===== src/rtl/seven_seg_scanner.sv =====
// Scans a 32-bit hex count onto a common-anode 7-segment array, one snapshot per frame.
// Optional build macro LEADING_ZERO_BLANK_EN blanks digits above the most significant nonzero nibble.
module seven_seg_scanner #(
  parameter int REFRESH_DIV = 100000,
  parameter int NUM_DIGITS  = 8
) (
  input  logic        clk_scan,
  input  logic        reset_scan,
  input  logic        enable_scan,
  input  logic [31:0] count_in,
  output logic [7:0]  an_out,
  output logic [6:0]  seg_out,
  output logic        dp_out,
  output logic        frame_tick
);

  localparam int              DIV_W      = (REFRESH_DIV > 1) ? $clog2(REFRESH_DIV) : 1;
  localparam logic [DIV_W-1:0] DIV_LAST  = DIV_W'(REFRESH_DIV - 1);
  localparam logic [2:0]      DIGIT_LAST = 3'(NUM_DIGITS - 1);

  logic [DIV_W-1:0] div_cnt_reg, div_cnt_next;
  logic [2:0]       digit_idx_reg, digit_idx_next;
  logic [31:0]      snap_reg, snap_next;
  logic [7:0]       an_reg, an_next;
  logic [6:0]       seg_reg, seg_next;
  logic             frame_tick_reg, frame_tick_next;
  logic             slot_tick;
  logic             frame_end;
  logic [3:0]       nibble;
  logic [7:0]       lit_mask;

  function automatic logic [6:0] hex7(input logic [3:0] value);
    logic [6:0] segs;
    case (value)
      4'h0:    segs = 7'b1000000;
      4'h1:    segs = 7'b1111001;
      4'h2:    segs = 7'b0100100;
      4'h3:    segs = 7'b0110000;
      4'h4:    segs = 7'b0011001;
      4'h5:    segs = 7'b0010010;
      4'h6:    segs = 7'b0000010;
      4'h7:    segs = 7'b1111000;
      4'h8:    segs = 7'b0000000;
      4'h9:    segs = 7'b0010000;
      4'hA:    segs = 7'b0001000;
      4'hB:    segs = 7'b0000011;
      4'hC:    segs = 7'b1000110;
      4'hD:    segs = 7'b0100001;
      4'hE:    segs = 7'b0000110;
      default: segs = 7'b0001110;
    endcase
    return segs;
  endfunction

`ifdef LEADING_ZERO_BLANK_EN
  // A digit stays lit only if it or some higher nibble of the snapshot is nonzero.
  logic [7:0] nz;
  genvar gi;
  generate
    for (gi = 0; gi < 8; gi++) begin : g_lit
      assign nz[gi] = |snap_reg[4*gi +: 4];
      if (gi == 0) begin : g_first
        assign lit_mask[gi] = 1'b1;
      end else begin : g_upper
        assign lit_mask[gi] = |nz[7:gi];
      end
    end
  endgenerate
`else
  assign lit_mask = 8'hFF;
`endif

  always_comb begin
    slot_tick       = (div_cnt_reg == DIV_LAST);
    frame_end       = slot_tick && (digit_idx_reg == DIGIT_LAST);
    nibble          = snap_reg[{digit_idx_reg, 2'b00} +: 4];
    div_cnt_next    = div_cnt_reg;
    digit_idx_next  = digit_idx_reg;
    snap_next       = snap_reg;
    frame_tick_next = 1'b0;
    an_next         = 8'hFF;
    seg_next        = 7'h7F;
    if (enable_scan) begin
      div_cnt_next = slot_tick ? '0 : div_cnt_reg + 1'b1;
      if (slot_tick) begin
        digit_idx_next = (digit_idx_reg == DIGIT_LAST) ? 3'd0 : digit_idx_reg + 3'd1;
      end
      // The frame snapshot is taken on the same edge the last digit slot ends.
      if (frame_end) begin
        snap_next = count_in;
      end
      frame_tick_next = frame_end;
      an_next         = lit_mask[digit_idx_reg] ? ~(8'd1 << digit_idx_reg) : 8'hFF;
      seg_next        = hex7(nibble);
    end
  end

  always_ff @(posedge clk_scan) begin
    if (reset_scan) begin
      div_cnt_reg    <= '0;
      digit_idx_reg  <= 3'd0;
      snap_reg       <= 32'h0;
      an_reg         <= 8'hFF;
      seg_reg        <= 7'h7F;
      frame_tick_reg <= 1'b0;
    end else begin
      div_cnt_reg    <= div_cnt_next;
      digit_idx_reg  <= digit_idx_next;
      snap_reg       <= snap_next;
      an_reg         <= an_next;
      seg_reg        <= seg_next;
      frame_tick_reg <= frame_tick_next;
    end
  end

  assign an_out     = an_reg;
  assign seg_out    = seg_reg;
  assign dp_out     = 1'b1;
  assign frame_tick = frame_tick_reg;

endmodule


===== config.mk =====
export PLATFORM = sky130hd
export DESIGN_NAME = seven_seg_scanner
export DESIGN_NICKNAME = d
export VERILOG_FILES = /design/src/rtl/seven_seg_scanner.sv
export SDC_FILE = /design/constraint.sdc
export NUM_CORES = 1
export LEC_CHECK = 0
export CAP_MARGIN = 20
export CORE_ASPECT_RATIO = 0.7
export CORE_MARGIN = 1
export CORE_UTILIZATION = 50
export CTS_BUF_LIST = sky130_fd_sc_hd__clkbuf_4 sky130_fd_sc_hd__clkbuf_8
export CTS_CLUSTER_DIAMETER = 50
export DETAILED_ROUTE_END_ITERATION = 6
export DONT_BUFFER_PORTS = 1
export SYNTH_ARGS = -nofsm -noshare
export SYNTH_HDL_FRONTEND = slang
export SYNTH_SLANG_ARGS = --single-unit
export TNS_END_PERCENT = 1

===== constraint.sdc =====
create_clock -name clk_scan -period 3.4 [get_ports clk_scan]
set_clock_uncertainty 0.05 [all_clocks]
set_input_delay 0.34 -clock clk_scan [delete_from_list [all_inputs] [get_ports clk_scan]]
set_output_delay 0.34 -clock clk_scan [all_outputs]
set_load 0.01 [all_outputs]

==> results of run 1 <==
[kinds of logic after synthesis]
family | after synthesis
buffers and inverters | 25
xor gates and xnor gates | 16
AOI/OAI and AO/OA | 53
and+or+nand+nor | 82
adders and majority gates | 12
muxes | 17
DFF | 68
other | 1
[power by group]
group          internal (mW)  switching (mW)  total [mW]
logic                0.00787          0.0166      0.0245
registers              0.803         0.00615       0.809
clock network          0.384           0.293       0.677
[synthesized netlist by cell type (all sizes together) (2+ instances only)]
master,number,share of area [%]
a2111oi,2,0.61
a21oi,4,1.1
a22o,32,9.7
a31oi,3,0.65
and3,2,0.43
and4,3,0.91
buf,14,3.4
clkbuf,4,0.52
dfxtp,68,47
ha,12,5.2
inv,7,0.91
mux2,2,0.78
mux2i,9,3.1
mux4,6,4.7
nand2,18,2.3
nand2b,4,0.87
nand3,9,1.6
nand4,4,0.87
nor2,27,3.5
nor2b,4,0.87
nor3,3,0.52
nor4,3,0.87
o21ai,4,0.69
o221ai,3,0.91
or2,2,0.43
xnor2,10,3.0
xor2,6,1.8
[cells in the final DEF, fill, tap and decap left out, types with 2 or more instances in the layout]
cell,count
sky130_fd_sc_hd__a2111oi_0,2
sky130_fd_sc_hd__clkbuf_8,11
sky130_fd_sc_hd__xnor2_1,10
sky130_fd_sc_hd__nand2_1,18
sky130_fd_sc_hd__nor2b_1,4
sky130_fd_sc_hd__o221ai_1,3
sky130_fd_sc_hd__a22o_1,32
sky130_fd_sc_hd__buf_4,3
sky130_fd_sc_hd__nand3_1,9
sky130_fd_sc_hd__nand4_1,4
sky130_fd_sc_hd__nor2_1,27
sky130_fd_sc_hd__ha_1,12
sky130_fd_sc_hd__nand2b_1,4
sky130_fd_sc_hd__mux2i_1,9
sky130_fd_sc_hd__nor3_1,3
sky130_fd_sc_hd__a31oi_1,3
sky130_fd_sc_hd__inv_1,7
sky130_fd_sc_hd__clkinv_2,2
sky130_fd_sc_hd__mux4_2,6
sky130_fd_sc_hd__and4_1,3
sky130_fd_sc_hd__and3_1,2
sky130_fd_sc_hd__dfxtp_1,68
sky130_fd_sc_hd__mux2_2,2
sky130_fd_sc_hd__or2_2,2
sky130_fd_sc_hd__xor2_1,6
sky130_fd_sc_hd__a21oi_1,3
sky130_fd_sc_hd__nor4_1,2
sky130_fd_sc_hd__o21ai_0,4
[final timing paths]
path	from	to	slack, ns	cells past startpoint
max	digit_idx_reg[1]$_SDFFE_PP0P_	seg_out[0]$_SDFF_PP1_	0.36	7
min	reset_scan	digit_idx_reg[0]$_SDFFE_PP0P_	0.02	1
max reg2reg	digit_idx_reg[1]$_SDFFE_PP0P_	seg_out[0]$_SDFF_PP1_	0.36	7
min reg2reg	snap_reg[26]$_SDFFE_PP0P_	snap_reg[26]$_SDFFE_PP0P_	0.43	1
[per-stage QoR]
step / utilization (%) / power (mW) / hold slack, ns / setup WS [ns]
2_1_floorplan: - / 0.852 / 0.359 / 0.764
3_3_place_gp: 53.4 / 0.851 / 0.362 / 0.559
3_5_place_dp: 53.4 / 0.851 / 0.364 / 0.483
4_1_cts: 57.4 / 1.53 / 0.00597 / 0.430
5_1_grt: 57.4 / 1.57 / 0.00540 / 0.207
6_report: 57.4 / 1.51 / 0.0235 / 0.362
[cell type report]
cell class / count / area [µm²]
Clock inverter: 4 / 47.5
Timing Repair Buffer: 4 / 32.5
Multi-Input combinational cell: 181 / 1380
Tap cell: 72 / 90.1
Fill cell: 499 / 2300
Inverter: 7 / 26.3
Clock buffer: 12 / 159
Sequential cell: 68 / 1360
[timing repair]
action | CTS | global route
gates resized for setup | 0 | 0
hold buffers | 1 | 0
hold endpoints to repair | 3 | 0
[layer usage]
layer  vias up  routed length [µm]
met5         -                   0
met4         0                 112
met3        13                 440
met2        57                2090
met1       901                2970
li1        979                   -
[worst max-delay path, stage by stage (launching register included)]
cell                        delay (ns)
sky130_fd_sc_hd__dfxtp_1          0.68
sky130_fd_sc_hd__mux4_2           0.58
sky130_fd_sc_hd__mux2i_1          0.45
sky130_fd_sc_hd__inv_1            0.14
sky130_fd_sc_hd__ha_1             0.27
sky130_fd_sc_hd__a2111oi_0        0.52
sky130_fd_sc_hd__a31o_2           0.19
sky130_fd_sc_hd__a31oi_1          0.04
==> impl_table.tex, run 1 <==
\begin{tabular}{lr}
\hline
Metric & Value \\
\hline
\multicolumn{2}{l}{\textbf{Status}} \\
\quad Result of the run & finished clean \\
\multicolumn{2}{l}{\textbf{STA}} \\
\quad RSZ-0062 raised after global routing & false \\
\quad Total of endpoints with negative setup slack in the final report & 0 \\
\quad Clock period minus worst slack & 3.04 ns \\
\quad Fmax & 329 MHz \\
\quad Worst Max-Slew Pin Slew & 0.813 ns \\
\quad Number of hold violations in the final report & 0 \\
\quad Final period util & 89.3\% \\
\quad Final-layout setup total negative slack & 0 ns \\
\quad Pins over their slew limit & 0 \\
\quad Headroom to the max-slew limit & 45.7\% \\
\multicolumn{2}{l}{\textbf{Critical path}} \\
\quad Required time of the worst setup path & 3.57 ns \\
\quad Maximum fanout encountered on the critical timing path & 14 \\
\quad Category of the worst setup path launch point & flip-flop \\
\quad Worst setup EP type & flip-flop \\
\quad Worst endpoint data arrival time & 3.21 ns \\
\quad Type of the worst setup path & flip-flop to flip-flop \\
\multicolumn{2}{l}{\textbf{CTS}} \\
\quad Clock buffer depth & 2 \\
\quad Number of buffers added for setup after CTS & 0 \\
\quad Total number of clock tree sinks & 68 \\
\quad Root buffer selected by CTS & sky130\_fd\_sc\_hd\_\_clkbuf\_8 \\
\quad Clock Pin Slew Worst Setup and Hold Paths & 0.07 ns \\
\quad Clock buffer count from CTS & 9 \\
\quad Worst skew pair latency & 0.34 ns \\
\quad H-Tree Depth & 3 \\
\quad Clock tree from TritonCTS & done \\
\multicolumn{2}{l}{\textbf{Global route}} \\
\quad Number of global-route vias before repair & 1921 \\
\quad Largest net degree at the start of global routing & 34 \\
\quad Global route hottest layer & met1 \\
\quad Met2 Resource Use GR & 26.3\% \\
\quad Met3 layer usage reported by global route & 8.22\% \\
\quad First-pass GRT wire length & 9540 µm \\
\quad GR Util met1 & 30.3\% \\
\quad Global-route usage over all layers & 20.9\% \\
\quad Initial antenna violation count & 0 \\
\quad Leftover overflow at the end of global routing & 0 \\
\multicolumn{2}{l}{\textbf{Synth}} \\
\quad Proportion of register bits with asynchronous set or reset after synthesis & 0\% \\
\quad Complex-gate fraction of the synthesized area & 15.1\% \\
\quad Adder and majority cell fraction of the synthesized area & 5.21\% \\
\quad Number of cells produced by synthesis & 274 \\
\quad Post-synth EDFFs & 0 \\
\quad Synthesized area divided by synthesized cell count & 10.5 µm² \\
\quad Post-Syn Area & 2880 µm² \\
\quad Xor and xnor fraction of the mapped netlist area & 4.86\% \\
\quad Sequential share of the synthesized area & 47.2\% \\
\quad Dominant synthesized flop cell & sky130\_fd\_sc\_hd\_\_dfxtp\_1 \\
\quad Syn. warnings & 0 \\
\quad Simple-gate share of the synthesized area & 14.0\% \\
\quad Count of state elements after synthesis & 68 \\
\quad Portion of netlist area occupied by mux cells & 8.60\% \\
\quad Synth Net Count & 321 \\
\quad Combinational family with the most area after synthesis & compound AO/OA/AOI/OAI gates \\
\quad Distinct cell type count after synthesis & 41 \\
\multicolumn{2}{l}{\textbf{Die}} \\
\quad Floorplan die area & 6080 µm² \\
\quad Horizontal extent of the die & 92.7 µm \\
\quad Starting density of the core & 53.4\% \\
\quad Total number of placement rows & 22 \\
\quad Height of the chip & 65.5 µm \\
\quad Number of primary I/O pins & 52 \\
\quad Placeable Area & 5400 µm² \\
\multicolumn{2}{l}{\textbf{Drt}} \\
\quad DR pass1 iterations & 4 \\
\quad Wire length per cell after detailed routing & 16.1 µm \\
\quad Via Count & 1950 \\
\quad Residual antenna-violating net count after detailed routing & 0 \\
\quad Vias per Instance & 5.60 \\
\quad DR DRC count & 0 \\
\quad DRT Wirelength & 5610 µm \\
\quad Detailed Route Iter0 Violations & 72 \\
\multicolumn{2}{l}{\textbf{Placement}} \\
\quad Placed cell count & 331 \\
\quad Final weighted congestion in routability-driven placement & 0.859 \\
\quad HPWL after detailed placement & 3940 µm \\
\quad Dpl cell area & 2880 µm² \\
\quad Number of buffer cells added on primary ports & 0 \\
\multicolumn{2}{l}{\textbf{Power}} \\
\quad Maximum VDD drop & 0.251 mV \\
\quad Pwr per Cell Area & 488 nW/µm² \\
\quad Lkg Pwr & 1.16 nW \\
\multicolumn{2}{l}{\textbf{Run}} \\
\quad Max-cap violations & 0 \\
\multicolumn{2}{l}{\textbf{Cells and area}} \\
\quad Final std cells w/o fill & 348 \\
\quad Number of diodes & 0 \\
\quad Max FFs per register & 32 \\
\quad Synth-to-Final Area Change & 7.51\% \\
\quad Fraction of final layout cells with drive strength greater than 1 & 11.6\% \\
\quad Final layout net count & 318 \\
\quad Post-layout instance area & 3100 µm² \\
\multicolumn{2}{l}{\textbf{Min path}} \\
\quad Type of the worst min-delay path & input port to flip-flop \\
\hline
\end{tabular}
Power figures use the tool's default switching activity.
==> inputs of run 2 (changes only) <==
==> constraint.sdc (replaced) <==
create_clock -name clk_scan -period 3.7 [get_ports clk_scan]
set_clock_uncertainty 0.05 [all_clocks]
set_input_delay 0.37 -clock clk_scan [delete_from_list [all_inputs] [get_ports clk_scan]]
set_output_delay 0.37 -clock clk_scan [all_outputs]
set_load 0.01 [all_outputs]
==> run 2 against run 1 <==
Design area rose by 0.24%. Utilization rose by 0.14 points. Combinational power fell by 13%. Critical path depth did not move. Sequential cell count did not move. Global-route usage rose by 0.71 points. First-iteration DRC count rose by 100%. Critical path type unchanged. Critical endpoint unchanged. Largest cell class unchanged. Largest power group unchanged.
==> impl_table.tex, run 2 (synthesis gave the netlist of run 1 again) <==
\begin{tabular}{lr}
\hline
Metric & Value \\
\hline
\multicolumn{2}{l}{\textbf{Cells and area}} \\
\quad Synth-to-Final Area Change & 7.77\% \\
\quad Number of diodes & 0 (unchanged) \\
\quad Fraction of final layout cells with drive strength greater than 1 & 11.6\% (+0.042 points) \\
\quad Most frequent standard cell in the layout excluding fill and tap cells & sky130\_fd\_sc\_hd\_\_dfxtp\_1 \\
\quad Leading cell types in the layout, fill and taps excluded & sky130\_fd\_sc\_hd\_\_dfxtp\_1, sky130\_fd\_sc\_hd\_\_a22o\_1, sky130\_fd\_sc\_hd\_\_nor2\_1 \\
\quad Final layout net count & 317 (-0.31\%) \\
\quad Final std cells w/o fill & 347 (-0.29\%) \\
\quad Post-layout instance area & 3110 µm² (+0.24\%) \\
\quad Max FFs per register & 32 (unchanged) \\
\multicolumn{2}{l}{\textbf{CTS}} \\
\quad Number of instances resized during post-cts repair & 0 (unchanged) \\
\quad Total number of clock tree sinks & 68 (unchanged) \\
\quad Clock buffer count from CTS & 9 (unchanged) \\
\quad Root buffer selected by CTS & sky130\_fd\_sc\_hd\_\_clkbuf\_8 \\
\quad Number of buffers added for setup after CTS & 0 (unchanged) \\
\quad Worst skew pair latency & 0.35 ns (about the same) \\
\quad Clock Pin Slew Worst Setup and Hold Paths & 0.07 ns (about the same) \\
\quad H-Tree Depth & 3 (unchanged) \\
\quad Clock tree from TritonCTS & done \\
\quad Clock buffer depth & 2 (unchanged) \\
\quad Hold\_buf cts & 0 (-1) \\
\multicolumn{2}{l}{\textbf{Drt}} \\
\quad DR DRC count & 0 (unchanged) \\
\quad Vias per Instance & 5.64 (+0.65\%) \\
\quad DR pass1 iterations & 4 (unchanged) \\
\quad Detailed Route Iter0 Violations & 146 (+100\%) \\
\quad DRT Wirelength & 5770 µm (+2.7\%) \\
\quad Via Count & 1957 (+0.36\%) \\
\quad Wire length per cell after detailed routing & 16.6 µm (+3.0\%) \\
\quad Residual antenna-violating net count after detailed routing & 0 (unchanged) \\
\multicolumn{2}{l}{\textbf{STA}} \\
\quad Headroom to the max-slew limit & 43.9\% (-1.8 points) \\
\quad Min setup slack post-route & 0.727 ns (+0.364 ns) \\
\quad Pins over their slew limit & 0 (unchanged) \\
\quad Worst Max-Slew Pin Slew & 0.840 ns (+0.0268 ns) \\
\quad RSZ-0062 raised after global routing & false \\
\quad Fmax & 336 MHz (+2.2\%) \\
\quad Final period util & 80.4\% (-9.0 points) \\
\quad Clock period minus worst slack & 2.97 ns (-0.0640 ns) \\
\quad Final-layout setup total negative slack & 0 ns (unchanged) \\
\quad Total of endpoints with negative setup slack in the final report & 0 (unchanged) \\
\quad Number of hold violations in the final report & 0 (unchanged) \\
\multicolumn{2}{l}{\textbf{Placement}} \\
\quad Final weighted congestion in routability-driven placement & 0.898 (+4.6\%) \\
\quad Pre-CTS setup slack & 0.790 ns (+0.307 ns) \\
\quad Dpl cell area & 2880 µm² (unchanged) \\
\quad Number of buffer cells added on primary ports & 0 (unchanged) \\
\quad Placed cell count & 331 (unchanged) \\
\quad HPWL after detailed placement & 3990 µm (+1.3\%) \\
\multicolumn{2}{l}{\textbf{Critical path}} \\
\quad Largest incremental delay on the critical path & 0.71 ns (+0.03 ns) \\
\quad Worst path top cell family by delay & multiplexers \\
\quad Cells along the critical path & mux4\_2 -> mux2i\_1 -> inv\_1 -> ha\_1 -> a2111oi\_0 -> a31o\_2 -> a31oi\_1 \\
\quad Timing endpoint of the critical path & seg\_out[0]\$\_SDFF\_PP1\_ \\
\quad FF-to-FF path depth & 7 (unchanged) \\
\quad Slowest stage cell on the critical path & sky130\_fd\_sc\_hd\_\_dfxtp\_1 \\
\quad CP Depth & 7 (unchanged) \\
\quad End of the worst register-to-register path & seg\_out[0]\$\_SDFF\_PP1\_ \\
\quad Critical R2R Launch & digit\_idx\_reg[1]\$\_SDFFE\_PP0P\_ \\
\quad Type of the worst setup path & flip-flop to flip-flop \\
\quad Maximum fanout encountered on the critical timing path & 14 (unchanged) \\
\quad Worst setup EP type & flip-flop \\
\quad Required time of the worst setup path & 3.88 ns (+0.31 ns) \\
\quad Worst endpoint data arrival time & 3.15 ns (-0.06 ns) \\
\quad Launch point of the worst path & digit\_idx\_reg[1]\$\_SDFFE\_PP0P\_ \\
\quad Category of the worst setup path launch point & flip-flop \\
\quad Critical path buffer and inverter count & 1 (unchanged) \\
\quad R2R Setup Slk & 0.73 ns (+0.36 ns) \\
\multicolumn{2}{l}{\textbf{Global route}} \\
\quad First-pass GRT wire length & 9730 µm (+2.0\%) \\
\quad Initial antenna violation count & 0 (unchanged) \\
\quad GR Util met1 & 31.8\% (+1.4 points) \\
\quad Global-route usage over all layers & 21.6\% (+0.71 points) \\
\quad Largest net degree at the start of global routing & 34 (unchanged) \\
\quad Global route hottest layer & met1 \\
\quad Number of global-route vias before repair & 1870 (-2.7\%) \\
\quad Met2 Resource Use GR & 28.1\% (+1.8 points) \\
\quad Met3 layer usage reported by global route & 8.10\% (-0.12 points) \\
\quad Leftover overflow at the end of global routing & 0 (unchanged) \\
\multicolumn{2}{l}{\textbf{Power}} \\
\quad Pwr per Cell Area & 465 nW/µm² (-4.6\%) \\
\quad Combinational group share of total power & 1.5\% (about the same) \\
\quad Lkg Pwr & 1.16 nW (+0.33\%) \\
\quad Internal power of the cells & 1.13 mW (-5.7\%) \\
\quad Switching part of the total power & 22.0\% (+1.1 points) \\
\quad Relative contribution of the clock network to total power & 47.1\% (+2.3 points) \\
\quad Part of the power in registers & 51.4\% (-2.2 points) \\
\quad Maximum VDD drop & 0.279 mV (+11\%) \\
\quad Switching pwr & 0.318 mW (+0.63\%) \\
\multicolumn{2}{l}{\textbf{Die}} \\
\quad Total number of placement rows & 22 (unchanged) \\
\quad Number of primary I/O pins & 52 (unchanged) \\
\quad Horizontal extent of the die & 92.7 µm (unchanged) \\
\quad Starting density of the core & 53.4\% (unchanged) \\
\quad Placeable Area & 5400 µm² (unchanged) \\
\quad Height of the chip & 65.5 µm (unchanged) \\
\quad Floorplan die area & 6080 µm² (unchanged) \\
\multicolumn{2}{l}{\textbf{Min path}} \\
\quad Type of the worst min-delay path & input port to flip-flop \\
\quad Min-Delay Startpoint & reset\_scan \\
\multicolumn{2}{l}{\textbf{Status}} \\
\quad Result of the run & finished clean \\
\multicolumn{2}{l}{\textbf{Run}} \\
\quad Max-cap violations & 0 (unchanged) \\
\hline
\end{tabular}
[run 2: worst min path at each step]
| stage | to | slack, ns | cells past startpoint |
|---|---|---|---|
| 2_1_floorplan | digit_idx_reg[1]$_SDFFE_PP0P_ | 0.39 | 1 |
| 3_3_place_gp | div_cnt_reg[1]$_SDFFE_PP0P_ | 0.39 | 1 |
| 3_5_place_dp | digit_idx_reg[1]$_SDFFE_PP0P_ | 0.39 | 1 |
| 4_1_cts | div_cnt_reg[1]$_SDFFE_PP0P_ | 0.02 | 1 |
| 5_1_grt | div_cnt_reg[1]$_SDFFE_PP0P_ | 0.02 | 1 |
| 6_report | div_cnt_reg[1]$_SDFFE_PP0P_ | 0.03 | 1 |
[run 2: per-layer routing]
| layer | wire, µm | vias up |
|---|---|---|
| met5 | 0 | - |
| met2 | 2210 | 73 |
| met1 | 3030 | 901 |
| met4 | 88 | 0 |
| li1 | - | 975 |
| met3 | 444 | 8 |
[run 2: worst reg2reg max path: cells and delay by family (launching register included)]
kind	cells	cell delay, ns
adder cells (fa/ha/maj)	1	0.27
AO/OA/AOI/OAI	3	0.67
flip-flops	1	0.71
multiplexers	2	1.03
buffers and inverters	1	0.13
[run 2: cell type report]
class | instances | area (µm²)
well taps | 72 | 90.1
fillers | 498 | 2290
inverters | 7 | 26.3
multi-input cells | 181 | 1380
clock buffers | 9 | 124
clock inverters | 7 | 100
repair buffers | 3 | 22.5
flip-flops and latches | 68 | 1360
[run 2: power groups by stage]
stage,logic (mW),clock network (mW),registers [mW]
3_3_place_gp,0.0216,0,0.760
2_1_floorplan,0.0239,0,0.759
5_1_grt,0.0245,0.729,0.744
6_report,0.0213,0.681,0.743
4_1_cts,0.0215,0.697,0.743
3_5_place_dp,0.0215,0,0.761
[run 2: metrics by stage]
stage,utilization (%),power (mW),hold slack [ns]
global placement,53.4,0.782,0.392
global route,57.6,1.50,0.0222
CTS,57.6,1.46,0.0163
floorplan,-,0.783,0.389
detailed placement,53.4,0.782,0.392
finish,57.6,1.45,0.0319
==> inputs of run 3 (changes only) <==
--- a/config.mk
+++ b/config.mk
@@ -13,6 +13,7 @@
 export CTS_CLUSTER_DIAMETER = 50
 export DETAILED_ROUTE_END_ITERATION = 6
 export DONT_BUFFER_PORTS = 1
+export PLACE_DENSITY = 0.68
 export SYNTH_ARGS = -nofsm -noshare
 export SYNTH_HDL_FRONTEND = slang
 export SYNTH_SLANG_ARGS = --single-unit
==> constraint.sdc (replaced) <==
create_clock -name clk_scan -period 2.7 [get_ports clk_scan]
set_clock_uncertainty 0.05 [all_clocks]
set_input_delay 0.27 -clock clk_scan [delete_from_list [all_inputs] [get_ports clk_scan]]
set_output_delay 0.27 -clock clk_scan [all_outputs]
set_load 0.01 [all_outputs]
==> run 3 against run 2 <==
Total power is 46% higher. Sequential share of layout area fell by 4.7 points. Final cell count grew 10%. Sequential power grew 37%. Via count is 7.8% higher. Register-to-register slack got worse by 0.49 ns. Utilization grew 7.0 points. Critical path type unchanged. Setup slack lost 0.49 ns. Worst hold slack worse by 0.011 ns. Sequential cell count is the same. Combinational power rose to 3.4 times the previous value.
==> impl_table.tex, run 3 (synthesis gave the netlist of run 1 again) <==
\begin{tabular}{lr}
\hline
Metric & Value \\
\hline
\multicolumn{2}{l}{\textbf{Min path}} \\
\quad Type of the worst min-delay path & input port to flip-flop \\
\quad Min-Delay Startpoint & enable\_scan \\
\multicolumn{2}{l}{\textbf{Die}} \\
\quad Horizontal extent of the die & 92.7 µm (unchanged) \\
\quad Starting density of the core & 53.4\% (unchanged) \\
\quad Total number of placement rows & 22 (unchanged) \\
\quad Floorplan die area & 6080 µm² (unchanged) \\
\quad Placeable Area & 5400 µm² (unchanged) \\
\quad Height of the chip & 65.5 µm (unchanged) \\
\quad Number of primary I/O pins & 52 (unchanged) \\
\multicolumn{2}{l}{\textbf{Drt}} \\
\quad Wire length per cell after detailed routing & 15.8 µm (-5.0\%) \\
\quad DR pass1 iterations & 4 (unchanged) \\
\quad Vias per Instance & 5.51 (-2.3\%) \\
\quad Detailed Route Iter0 Violations & 81 (-45\%) \\
\quad Residual antenna-violating net count after detailed routing & 0 (unchanged) \\
\quad DR DRC count & 0 (unchanged) \\
\quad DRT Wirelength & 6050 µm (+4.9\%) \\
\quad Via Count & 2110 (+7.8\%) \\
\multicolumn{2}{l}{\textbf{CTS}} \\
\quad Clock Pin Slew Worst Setup and Hold Paths & 0.07 ns (about the same) \\
\quad Clock buffer count from CTS & 9 (unchanged) \\
\quad Worst skew pair latency & 0.35 ns (about the same) \\
\quad Root buffer selected by CTS & sky130\_fd\_sc\_hd\_\_clkbuf\_8 \\
\quad Total number of clock tree sinks & 68 (unchanged) \\
\quad Number of buffers added for setup after CTS & 0 (unchanged) \\
\quad Clock tree from TritonCTS & done \\
\quad Clock buffer depth & 2 (unchanged) \\
\quad H-Tree Depth & 3 (unchanged) \\
\multicolumn{2}{l}{\textbf{Global route}} \\
\quad Number of global-route vias before repair & 2037 (+8.9\%) \\
\quad Leftover overflow at the end of global routing & 0 (unchanged) \\
\quad Global-route usage over all layers & 22.1\% (+0.45 points) \\
\quad First-pass GRT wire length & 10000 µm (+2.8\%) \\
\quad Initial antenna violation count & 0 (unchanged) \\
\quad Largest net degree at the start of global routing & 34 (unchanged) \\
\multicolumn{2}{l}{\textbf{STA}} \\
\quad Headroom to the max-slew limit & 43.8\% (-0.10 points) \\
\quad Final period util & 91.1\% (+11 points) \\
\quad Final-layout setup total negative slack & 0 ns (unchanged) \\
\quad RSZ-0062 raised after global routing & false \\
\quad Worst-case hold slack & 0.0206 ns (-0.0113 ns) \\
\quad Fmax & 407 MHz (+21\%) \\
\quad Number of hold violations in the final report & 0 (unchanged) \\
\quad Worst Max-Slew Pin Slew & 0.841 ns (+0.00157 ns) \\
\quad Pins over their slew limit & 0 (unchanged) \\
\quad Total of endpoints with negative setup slack in the final report & 0 (unchanged) \\
\quad Clock period minus worst slack & 2.46 ns (-0.514 ns) \\
\multicolumn{2}{l}{\textbf{Placement}} \\
\quad Final weighted congestion in routability-driven placement & 0.830 (-7.6\%) \\
\quad Dpl cell area & 2900 µm² (+0.78\%) \\
\quad Placed cell count & 334 (+0.91\%) \\
\quad Number of buffer cells added on primary ports & 0 (unchanged) \\
\quad HPWL after detailed placement & 3960 µm (-0.83\%) \\
\multicolumn{2}{l}{\textbf{Power}} \\
\quad Switching part of the total power & 21.0\% (-1.0 points) \\
\quad Lkg Pwr & 1.31 nW (+13\%) \\
\quad Relative contribution of the clock network to total power & 48.4\% (+1.3 points) \\
\quad Switching pwr & 0.443 mW (+39\%) \\
\quad Combinational group share of total power & 3.4\% (+1.9 points) \\
\quad Maximum VDD drop & 0.354 mV (+27\%) \\
\quad Part of the power in registers & 48.2\% (-3.2 points) \\
\quad Pwr per Cell Area & 607 nW/µm² (+30\%) \\
\quad Internal power of the cells & 1.67 mW (+48\%) \\
\multicolumn{2}{l}{\textbf{Cells and area}} \\
\quad Fraction of final layout cells with drive strength greater than 1 & 11.3\% (-0.38 points) \\
\quad Number of diodes & 0 (unchanged) \\
\quad Leading cell types in the layout, fill and taps excluded & sky130\_fd\_sc\_hd\_\_dfxtp\_1, sky130\_fd\_sc\_hd\_\_dlygate4sd3\_1, sky130\_fd\_sc\_hd\_\_a22o\_1 \\
\quad Max FFs per register & 32 (unchanged) \\
\quad Final layout net count & 353 (+11\%) \\
\quad Most frequent standard cell in the layout excluding fill and tap cells & sky130\_fd\_sc\_hd\_\_dfxtp\_1 \\
\quad Post-layout instance area & 3480 µm² (+12\%) \\
\quad Final std cells w/o fill & 383 (+10\%) \\
\quad Synth-to-Final Area Change & 20.8\% \\
\multicolumn{2}{l}{\textbf{Critical path}} \\
\quad Category of the worst setup path launch point & flip-flop \\
\quad Maximum fanout encountered on the critical timing path & 12 (-2) \\
\quad Largest incremental delay on the critical path & 0.45 ns (-0.26 ns) \\
\quad Slowest stage cell on the critical path & sky130\_fd\_sc\_hd\_\_dfxtp\_1 \\
\quad Required time of the worst setup path & 2.89 ns (-0.99 ns) \\
\quad Critical R2R Launch & digit\_idx\_reg[0]\$\_SDFFE\_PP0P\_ \\
\quad Cells along the critical path & buf\_4 -> mux4\_2 -> mux2i\_1 -> inv\_1 -> ha\_1 -> a2111oi\_1 -> a31o\_2 -> a31oi\_1 \\
\quad Worst endpoint data arrival time & 2.65 ns (-0.50 ns) \\
\quad Worst setup EP type & flip-flop \\
\quad Type of the worst setup path & flip-flop to flip-flop \\
\quad Launch point of the worst path & digit\_idx\_reg[0]\$\_SDFFE\_PP0P\_ \\
\multicolumn{2}{l}{\textbf{Status}} \\
\quad Result of the run & finished clean \\
\multicolumn{2}{l}{\textbf{Run}} \\
\quad Max-cap violations & 0 (unchanged) \\
\hline
\end{tabular}
## run 3: worst paths after layout
check	depth (start not counted)	end	slack [ns]
min reg2reg	1	snap_reg[8]$_SDFFE_PP0P_	0.43
max	8	seg_out[0]$_SDFF_PP1_	0.24
max reg2reg	8	seg_out[0]$_SDFF_PP1_	0.24
min	2	div_cnt_reg[1]$_SDFFE_PP0P_	0.02
## run 3: power groups by stage
| stage | logic (mW) | registers [mW] | clock network, mW |
|---|---|---|---|
| floorplan | 0.0327 | 1.04 | 0 |
| global placement | 0.0301 | 1.04 | 0 |
| detailed placement | 0.0308 | 1.04 | 0 |
| CTS | 0.0699 | 1.02 | 1.04 |
| global route | 0.0779 | 1.02 | 1.09 |
| finish | 0.0722 | 1.02 | 1.02 |
## run 3: cell type report
class	count	area (µm²)
sequential	68	1360
timing repair buffer	39	375
clock inverter	7	123
multi-input combinational	181	1380
inverter	7	26.3
fill	445	1910
clock buffer	9	124
tap	72	90.1
## run 3: layer usage
| metal | global-route usage [%] | part of all wire, % | up-vias |
|---|---|---|---|
| met5 | 0 | 0 | - |
| met4 | 10.4 | 2.1 | 0 |
| met3 | 7.18 | 7.4 | 15 |
| met2 | 31.9 | 43 | 82 |
| met1 | 29.9 | 48 | 970 |
| li1 | - | - | 1043 |
## run 3: metrics by stage
stage	setup slack [ns]	power (mW)	util, %
after floorplan	0.0638	1.07	-
after detailed placement	0.263	1.07	53.8
final	0.240	2.11	64.5
after CTS	0.231	2.13	64.3
after global routing	0.0260	2.19	64.5
after global placement	0.275	1.07	53.8
## run 3: what timing repair did
action / CTS / global route
hold buffers: 32 / 1
hold endpoints to repair: 35 / 1
endpoints found under the setup margin: 0 / 1
gates resized for setup: 0 / 1
## run 3: worst max-delay path, delay by kind of cell (launching register included)
family	cells	cell delay, ns
adder cells (fa/ha/maj)	1	0.27
AO/OA/AOI/OAI	3	0.62
flip-flops	1	0.45
buffers and inverters	2	0.38
multiplexers	2	0.58
